`src/rtl/pixel_capture_pkg.sv`:
```
// Shared types and sizing helpers for the pixel capture front-end.
package pixel_capture_pkg;

  typedef enum logic [1:0] {
    StIdle,
    StArm,
    StLaunch,
    StRun
  } state_e;

  // Length of the network inference window for a given counter width.
  function automatic int unsigned run_cycles(input int unsigned width);
    return (32'd1 << (width + 32'd1)) + 32'd2;
  endfunction

  // Bits needed for a counter that must reach the given terminal value.
  function automatic int unsigned cnt_width(input int unsigned terminal);
    return (terminal < 32'd2) ? 32'd1 : $clog2(terminal + 32'd1);
  endfunction

endpackage

```
`src/rtl/pixel_capture_bit_sync.sv`:
```
// N-bit multi-flop synchroniser with asynchronous active-low clear.
module bit_sync #(
  parameter int unsigned Width  = 1,
  parameter int unsigned Stages = 2
) (
  input  logic             clk_i,
  input  logic             rst_ni,
  input  logic [Width-1:0] d_i,
  output logic [Width-1:0] q_o
);

  logic [Stages-1:0][Width-1:0] sync_q;

  always_ff @(posedge clk_i or negedge rst_ni) begin
    if (!rst_ni) begin
      sync_q <= '0;
    end else begin
      sync_q <= {sync_q[Stages-2:0], d_i};
    end
  end

  assign q_o = sync_q[Stages-1];

endmodule

```
`src/rtl/pixel_capture.sv`:
```
// Captures a stable pixel column on a trigger edge, pulses start, and freezes the
// pattern for the whole inference window of the downstream network.
module pixel_capture
  import pixel_capture_pkg::*;
#(
  parameter int unsigned Height       = 7,
  parameter int unsigned Width        = 8,
  parameter int unsigned SyncStages   = 2,
  parameter int unsigned StableCycles = 16,
  parameter int unsigned ArmTimeout   = 512
) (
  input  logic              clk_i,
  input  logic              rst_ni,
  input  logic [Height-1:0] pins_i,
  input  logic              trigger_i,
  output logic [Height-1:0] pixels_o,
  output logic              start_o,
  output logic              busy_o,
  output logic              unstable_o
);

  localparam int unsigned RunCycles = run_cycles(Width);
  localparam int unsigned StableW   = cnt_width(StableCycles);
  localparam int unsigned ArmW      = cnt_width(ArmTimeout - 1);
  localparam int unsigned RunW      = cnt_width(RunCycles - 1);

  localparam logic [StableW-1:0] StableMax = StableW'(StableCycles);
  localparam logic [ArmW-1:0]    ArmLast   = ArmW'(ArmTimeout - 1);
  localparam logic [RunW-1:0]    RunLast   = RunW'(RunCycles - 1);

  logic [Height-1:0]  pins_sync, pins_prev_q;
  logic               trig_sync, trig_prev_q;
  logic               trig_edge, pin_change, stable;
  logic [StableW-1:0] stable_cnt_q, stable_cnt_d;
  logic [ArmW-1:0]    arm_cnt_q;
  logic [RunW-1:0]    run_cnt_q;
  state_e             state_q;
  logic [Height-1:0]  pixels_q;
  logic               start_q, busy_q, unstable_q;

  bit_sync #(
    .Width (Height),
    .Stages(SyncStages)
  ) u_pins_sync (
    .clk_i (clk_i),
    .rst_ni(rst_ni),
    .d_i   (pins_i),
    .q_o   (pins_sync)
  );

  bit_sync #(
    .Width (1),
    .Stages(SyncStages)
  ) u_trig_sync (
    .clk_i (clk_i),
    .rst_ni(rst_ni),
    .d_i   (trigger_i),
    .q_o   (trig_sync)
  );

  assign trig_edge  = trig_sync & ~trig_prev_q;
  assign pin_change = (pins_sync != pins_prev_q);
  // A change in the same cycle the count saturates still blocks capture.
  assign stable     = (stable_cnt_q == StableMax) && !pin_change;

  always_comb begin
    stable_cnt_d = stable_cnt_q;
    if (pin_change) begin
      stable_cnt_d = '0;
    end else if (stable_cnt_q != StableMax) begin
      stable_cnt_d = stable_cnt_q + 1'b1;
    end
  end

  always_ff @(posedge clk_i or negedge rst_ni) begin
    if (!rst_ni) begin
      pins_prev_q  <= '0;
      trig_prev_q  <= 1'b0;
      stable_cnt_q <= '0;
    end else begin
      pins_prev_q  <= pins_sync;
      trig_prev_q  <= trig_sync;
      stable_cnt_q <= stable_cnt_d;
    end
  end

  always_ff @(posedge clk_i or negedge rst_ni) begin
    if (!rst_ni) begin
      state_q    <= StIdle;
      arm_cnt_q  <= '0;
      run_cnt_q  <= '0;
      pixels_q   <= '0;
      start_q    <= 1'b0;
      busy_q     <= 1'b0;
      unstable_q <= 1'b0;
    end else begin
      start_q <= 1'b0;
      unique case (state_q)
        StIdle: begin
          if (trig_edge) begin
            state_q    <= StArm;
            busy_q     <= 1'b1;
            unstable_q <= 1'b0;
            arm_cnt_q  <= '0;
          end
        end
        StArm: begin
          if (stable) begin
            pixels_q <= pins_sync;
            start_q  <= 1'b1;
            state_q  <= StLaunch;
          end else if (arm_cnt_q == ArmLast) begin
            unstable_q <= 1'b1;
            busy_q     <= 1'b0;
            state_q    <= StIdle;
          end else begin
            arm_cnt_q <= arm_cnt_q + 1'b1;
          end
        end
        StLaunch: begin
          state_q   <= StRun;
          run_cnt_q <= '0;
        end
        StRun: begin
          if (run_cnt_q == RunLast) begin
            state_q <= StIdle;
            busy_q  <= 1'b0;
          end else begin
            run_cnt_q <= run_cnt_q + 1'b1;
          end
        end
        default: state_q <= StIdle;
      endcase
    end
  end

  assign pixels_o   = pixels_q;
  assign start_o    = start_q;
  assign busy_o     = busy_q;
  assign unstable_o = unstable_q;

endmodule

```
`config.mk`:
```
export PLATFORM = sky130hd
export DESIGN_NAME = pixel_capture
export DESIGN_NICKNAME = d
export VERILOG_FILES = /design/src/rtl/pixel_capture_pkg.sv /design/src/rtl/pixel_capture_bit_sync.sv /design/src/rtl/pixel_capture.sv
export SDC_FILE = /design/constraint.sdc
export NUM_CORES = 1
export LEC_CHECK = 0
export ABC_AREA = 1
export BUFFER_PORTS_ARGS = -buffer_cell sky130_fd_sc_hd__buf_2
export CAP_MARGIN = 20
export CELL_PAD_IN_SITES_DETAIL_PLACEMENT = 2
export CELL_PAD_IN_SITES_GLOBAL_PLACEMENT = 2
export CORE_ASPECT_RATIO = 0.9
export CORE_MARGIN = 5
export CORE_UTILIZATION = 42
export CTS_BUF_LIST = sky130_fd_sc_hd__clkbuf_8
export DETAILED_ROUTE_END_ITERATION = 7
export PLACE_DENSITY_LB_ADDON = 0.1
export SYNTH_ARGS = -nofsm -noshare
export SYNTH_HDL_FRONTEND = slang
export SYNTH_SLANG_ARGS = --single-unit
```
`constraint.sdc`:
```
create_clock -name clk_i -period 4.45 [get_ports clk_i]
set_clock_uncertainty 0.1 [all_clocks]
set_input_delay 0.6675 -clock clk_i [delete_from_list [all_inputs] [get_ports clk_i]]
set_output_delay 0.6675 -clock clk_i [all_outputs]
set_load 0.005 [all_outputs]
```
==> results.toml, run 1 <==
[clocking]
clkTransAtPathRegs_ns = 0.07
cts_tree = "yes"
numCtsBuffers = 9
htree_levels = 3
cts_root_buffer = "clkbuf_8"
cts_resized = 0
clk_latency_ns = 0.34
clock_sinks = 60
clk_path_buf_depth = 2
cts_setup_buffers = 0
hold_buffers = 0

[synth]
synth_fa_ha_area_frac = 0.03325
synth.area.mux_share = 0
ys_ff_latch = 60
syn_area_um2 = 2634
ys_seq_area_frac = 0.5701
syn_nets = 295
synth_top_area_frac = 0.5701
synth_top_family_by_area = "simple AND/OR/NAND/NOR gates"
yosysUniqueCellTypes = 26
yosysWarnings = 0
synth_compound_area_frac = 0.04846
synth-xor-area-share = 0.04323
synth_area_leaders = "dfrtp_1 57%, nand2_1 12%, ha_1 3.3%"
synthCells = 278
synth-simple-area-share = 0.2518
yosysTopAreaCell = "dfrtp_1"
syn_avg_cell_area_um2 = 9.474

[routing]
vias = 1967
drt-wirelength-per-cell_um = 15.78
drc = 0
routed_wl_mm = 6.281
drt_iter0_drc = 34
vias_per_cell = 4.942
dr.pass1.iters = 4
detail-route-antenna-nets = 0

[global_route]
grt_usage = 0.1801
antenna_found_initial = 0
grt_pass1_wl_mm = 10.91
grt_max_degree = 32
grt_pass1_vias = 2263
overflow = 0

[floorplan]
dieArea_um2 = 7957
core-area_um2 = 6115
io-pin-count = 20
die_y_um = 85.13
std_cell_rows = 27
initial_core_util = 0.4307
die_x_um = 93.47

[layout]
final_layout_size_suffix_gt1_frac = 0.1801
nets = 323
n_antenna_cell = 0
post-route-util = 0.4974
syn_to_final_growth_pct = 15.49

[placement]
routabilityCongestion = 0.7605
io_buffers = 19
post-dp-hpwl_mm = 4.494

[worst_setup_path]
crit_fanout = 9
cp.arrival_ns = 2.29
r2r_start = "arm_cnt_q[0]"
worst_ep_required_time_ns = 4.58
crit_type = "flop to flop"
rr_endpoint = "arm_cnt_q[0]"
crit_path_start_kind = "flop"
rrSetupSlack_ns = 2.29
rr_worst_depth = 8
end_kind = "flop"

[sta]
grt_setup_unrepaired = "false"
fmax_mhz = 462.5
worstMarginPinSlew_ns = 0.6459
period_needed_ns = 2.162
setup_tns_ns = 0
setup-violations-final = 0
hold_slack_ns = 0.2480
hold_viol = 0
period_share = 0.4858
final_max_slew_viol_count = 0
max-slew-margin-rel = 0.5694

[pwr]
p_per_area_nw_per_um2 = 440.5
p_total_w = 0.001340
vdd_drop_max_mv = 0.2620
leakage_nw = 1.526

[job]
drv_cap = 0

[worst_hold_path]
worstHoldPathType = "input port to asynchronous set/reset pin"

[outcome]
status = "completed"
## sequential cells by signal, summed over array words and instances, names as in the netlist, named ones only
signal              cells
arm_cnt_q               9
busy_o                  1
pins_prev_q             7
pixels_o                7
run_cnt_q              10
stable_cnt_q            5
start_o                 1
state_q                 1
trig_prev_q             1
u_pins_sync.q_o         7
u_pins_sync.sync_q      7
u_trig_sync.q_o         1
u_trig_sync.sync_q      1
unstable_o              1
## power by group
| part | internal (W) | switching (W) | leakage (nW) | total (W) |
|---|---|---|---|---|
| registers | 0.000590 | 0.0000379 | 0.767 | 0.000628 |
| clock network | 0.000319 | 0.000235 | 0.114 | 0.000554 |
| logic | 0.0000601 | 0.0000982 | 0.646 | 0.000158 |
| total | 0.000969 | 0.000371 | 1.53 | 0.00134 |
## worst max path at each step
stage	from	endpoint	slack, ns	cells after the start
2_1_floorplan	arm_cnt_q[0]	arm_cnt_q[2]	2.63	8
3_3_place_gp	arm_cnt_q[0]	arm_cnt_q[0]	2.39	8
3_5_place_dp	arm_cnt_q[0]	arm_cnt_q[1]	2.30	8
4_1_cts	arm_cnt_q[0]	arm_cnt_q[0]	2.25	8
5_1_grt	arm_cnt_q[0]	arm_cnt_q[0]	2.06	8
6_report	arm_cnt_q[0]	arm_cnt_q[0]	2.29	8
## cell usage after synthesis
cell,instances
ha_1,7
nand4_4,1
nor3_1,3
xor2_1,8
nand4_1,13
xnor2_1,5
nor4_1,1
dfrtp_1,60
a31oi_1,1
buf_2,1
a21oi_1,7
inv_2,7
nand3_2,1
nor2_1,22
nand3_1,14
nand2_2,2
nor3_2,2
o21ai_0,3
o22ai_1,6
nor2_4,3
o211ai_1,1
nand2_1,81
buf_6,2
o21ai_2,3
or2_2,1
inv_1,23
## metal layers
layer / GRT usage / up-vias / routed length [µm]
li1: - / 952 / -
met1: 0.2101 / 986 / 2739
met2: 0.3162 / 23 / 3280
met3: 0.06028 / 6 / 190
met4: 0.04794 / 0 / 71
met5: 0 / - / 0
## worst max-delay path, cell delays in order, from the launching register on
cell and delay [ns]:
dfrtp_1 0.41, ha_1 0.22, nand2_1 0.09, nor4_1 0.08, ha_1 0.21, a21oi_1 0.44, nand3_2 0.29, nand2_1 0.14
nand2_1 0.06
## kinds of logic (layout without fill, tap and decap cells)
kind of cell | after synthesis | count (layout)
AOI/OAI and AO/OA | 21 | 21
and+or+nand+nor | 144 | 144
adders and majority gates | 7 | 7
buffers and inverters | 33 | 66
xor gates and xnor gates | 13 | 13
DFF | 60 | 60
## layout make-up
cell class                      instances  area, µm²
Fill cell                             651       3073
Tap cell                               87      108.9
Clock inverter                          7      100.1
Inverter                               30      112.6
Clock buffer                            9      123.9
Sequential cell                        60       1501
Timing Repair Buffer                   20      102.6
Multi-Input combinational cell        185      992.2
## through the flow
| stage | cell area, µm² | cells | setup slack [ns] |
|---|---|---|---|
| 6_report | 3042 | 398 | 2.288 |
| 5_1_grt | 3042 | 398 | 2.058 |
| 4_1_cts | 3042 | 398 | 2.248 |
| 3_5_place_dp | 2818 | 382 | 2.299 |
| 3_3_place_gp | 2818 | 382 | 2.393 |
| 2_1_floorplan | 2634 | 278 | 2.627 |
## placed cells by master (no fill, tap or decap), types with 2 or more instances in the layout
| cell | count |
|---|---|
| o22ai_1 | 6 |
| a21oi_1 | 7 |
| nand4_1 | 13 |
| nand2_2 | 2 |
| nand2_1 | 81 |
| clkinv_4 | 3 |
| xor2_1 | 8 |
| xnor2_1 | 5 |
| nor3_1 | 3 |
| inv_2 | 7 |
| nor2_1 | 22 |
| o21ai_2 | 3 |
| nor3_2 | 2 |
| ha_1 | 7 |
| o21ai_0 | 3 |
| nand3_1 | 14 |
| clkbuf_8 | 9 |
| buf_2 | 19 |
| dfrtp_1 | 60 |
| nor2_4 | 3 |
| bufinv_16 | 2 |
| inv_1 | 23 |
No activity file was read; power rests on OpenSTA's default activity.
==> run 2: changes to the inputs <==
- CORE_UTILIZATION: 42 -> 39
- clock period: 4.45 -> 2.1 ns (I/O delays scaled with it)
==> results.toml, run 2 (synthesis gave the netlist of run 1 again) <==
[outcome]
status = "completed"

[sta]
fmax_mhz = 522.8
hold_slack_ns = 0.2466
period_needed_ns = 1.913
hold_viol = 0
max-slew-margin-rel = 0.7191
post-route-worst-setup-slack_ns = 0.1871
final_max_slew_viol_count = 0
setup-violations-final = 0
worstMarginPinSlew_ns = 0.4175
period_share = 0.9109

[routing]
vias = 2086
routed_wl_mm = 7.023
detail-route-antenna-nets = 0
drc = 0
drt-wirelength-per-cell_um = 16.72
vias_per_cell = 4.967
dr.pass1.iters = 6
drt_iter0_drc = 38

[layout]
final_cells = 420
final_common_cell = "nand2_1"
fillers = 751
mostFrequentLayoutCells = "81 x nand2_1, 60 x dfrtp_1, 23 x inv_1"
largestRegisters = "run_cnt_q: 10 flops, arm_cnt_q: 9 flops"
final_layout_size_suffix_gt1_frac = 0.2030
largest-register = "run_cnt_q"
nets = 342
syn_to_final_growth_pct = 21.85
largest_reg_flops = 10
n_antenna_cell = 0

[clocking]
htree_levels = 3
clk_latency_ns = 0.34
cts_tree = "yes"
clock_sinks = 60
numCtsBuffers = 9
clk_path_buf_depth = 2
clkTransAtPathRegs_ns = 0.08
cts_root_buffer = "clkbuf_8"

[worst_setup_path]
crit_fanout = 4
end_kind = "flop"
crit_path_start_kind = "flop"
worst_ep_required_time_ns = 2.23
cp.arrival_ns = 2.04
crit_type = "flop to flop"

[pwr]
clkPwrFrac = 0.379
power_switching_w = 0.0008105
vdd_drop_max_mv = 0.5209
combPwrFrac = 0.145
pwr-share-seq = 0.476
power.share.switching = 0.2911
leakage_nw = 1.593
p_per_area_nw_per_um2 = 867.6
internal-power_w = 0.001974
p_total_w = 0.002784

[floorplan]
initial_core_util = 0.3999
dieArea_um2 = 8499
die_x_um = 96.63
std_cell_rows = 28
core-area_um2 = 6586
die_y_um = 87.96
io-pin-count = 20

[global_route]
antenna_found_initial = 0
grt_usage = 0.1702
grt_max_degree = 61
overflow = 0
grt_pass1_vias = 2314
grt_pass1_wl_mm = 11.34

[placement]
placed_cells = 392
post-dp-hpwl_mm = 4.450
io_buffers = 19
routabilityCongestion = 0.7286
place_ws_ns = -0.04421

[worst_hold_path]
worstHoldPathType = "flop to flop"

[job]
drv_cap = 0
[run 2: per-stage QoR]
step	TNS, ns	utilization	area, µm²
finish	0	0.4873	3209
global route	-0.04422	0.4873	3209
CTS	0	0.4827	3179
detailed placement	-0.2857	0.4383	2887
global placement	0	0.4383	2887
floorplan	0	-	2634
[run 2: final cells by class]
| type | instances | area, µm² | area share |
|---|---|---|---|
| flip-flops and latches | 60 | 1501 | 0.4678 |
| multi-input cells | 185 | 1003 | 0.3127 |
| repair buffers | 39 | 280.3 | 0.08733 |
| clock buffers | 9 | 123.9 | 0.03860 |
| inverters | 30 | 112.6 | 0.03509 |
| well taps | 90 | 112.6 | 0.03509 |
| clock inverters | 7 | 75.07 | 0.02339 |
[run 2: power groups by stage]
| stage | sequential (W) | combinational [W] | clock [W] |
|---|---|---|---|
| after detailed placement | 0.00135 | 0.000387 | 0 |
| after floorplan | 0.00133 | 0.000220 | 0 |
| after global placement | 0.00134 | 0.000365 | 0 |
| after global routing | 0.00134 | 0.000465 | 0.00114 |
| final | 0.00132 | 0.000404 | 0.00106 |
| after CTS | 0.00133 | 0.000410 | 0.00108 |
[run 2: path summary, 6_finish.rpt]
path | depth (start not counted) | to | slack [ns] | startpoint
hold reg to reg | 0 | u_trig_sync.q_o | 0.25 | u_trig_sync.sync_q[0]
setup / recovery | 9 | busy_o | 0.19 | arm_cnt_q[1]
min in group asynchronous | 3 | run_cnt_q[6] | 0.42 | rst_ni
setup reg to reg | 9 | busy_o | 0.19 | arm_cnt_q[1]
max in group asynchronous | 3 | stable_cnt_q[4] | 1.19 | rst_ni
hold / removal | 0 | u_trig_sync.q_o | 0.25 | u_trig_sync.sync_q[0]
[run 2: layer usage]
| layer | GRT usage | vias to the layer above | routed length [µm] |
|---|---|---|---|
| li1 | - | 989 | - |
| met4 | 0.06250 | 0 | 70 |
| met5 | 0 | - | 0 |
| met1 | 0.1888 | 1059 | 3041 |
| met3 | 0.04220 | 7 | 177 |
| met2 | 0.3202 | 31 | 3734 |
[run 2: critical path, stage by stage, from the launching register on]
cell	delay [ns]
dfrtp_1	0.36
ha_1	0.17
nand2_1	0.07
nor4_1	0.33
ha_1	0.31
nor2_1	0.13
nor2_1	0.13
nand3_1	0.09
nand2_1	0.07
nand2_1	0.05
[run 2: what timing repair did]
action,4_1_cts,5_1_grt
pin swaps,0,1
hold buffers,9,0
gates resized for setup,1,1
hold endpoints to repair,68,0
buffers inserted,0,3
endpoints found under the setup margin,9,3
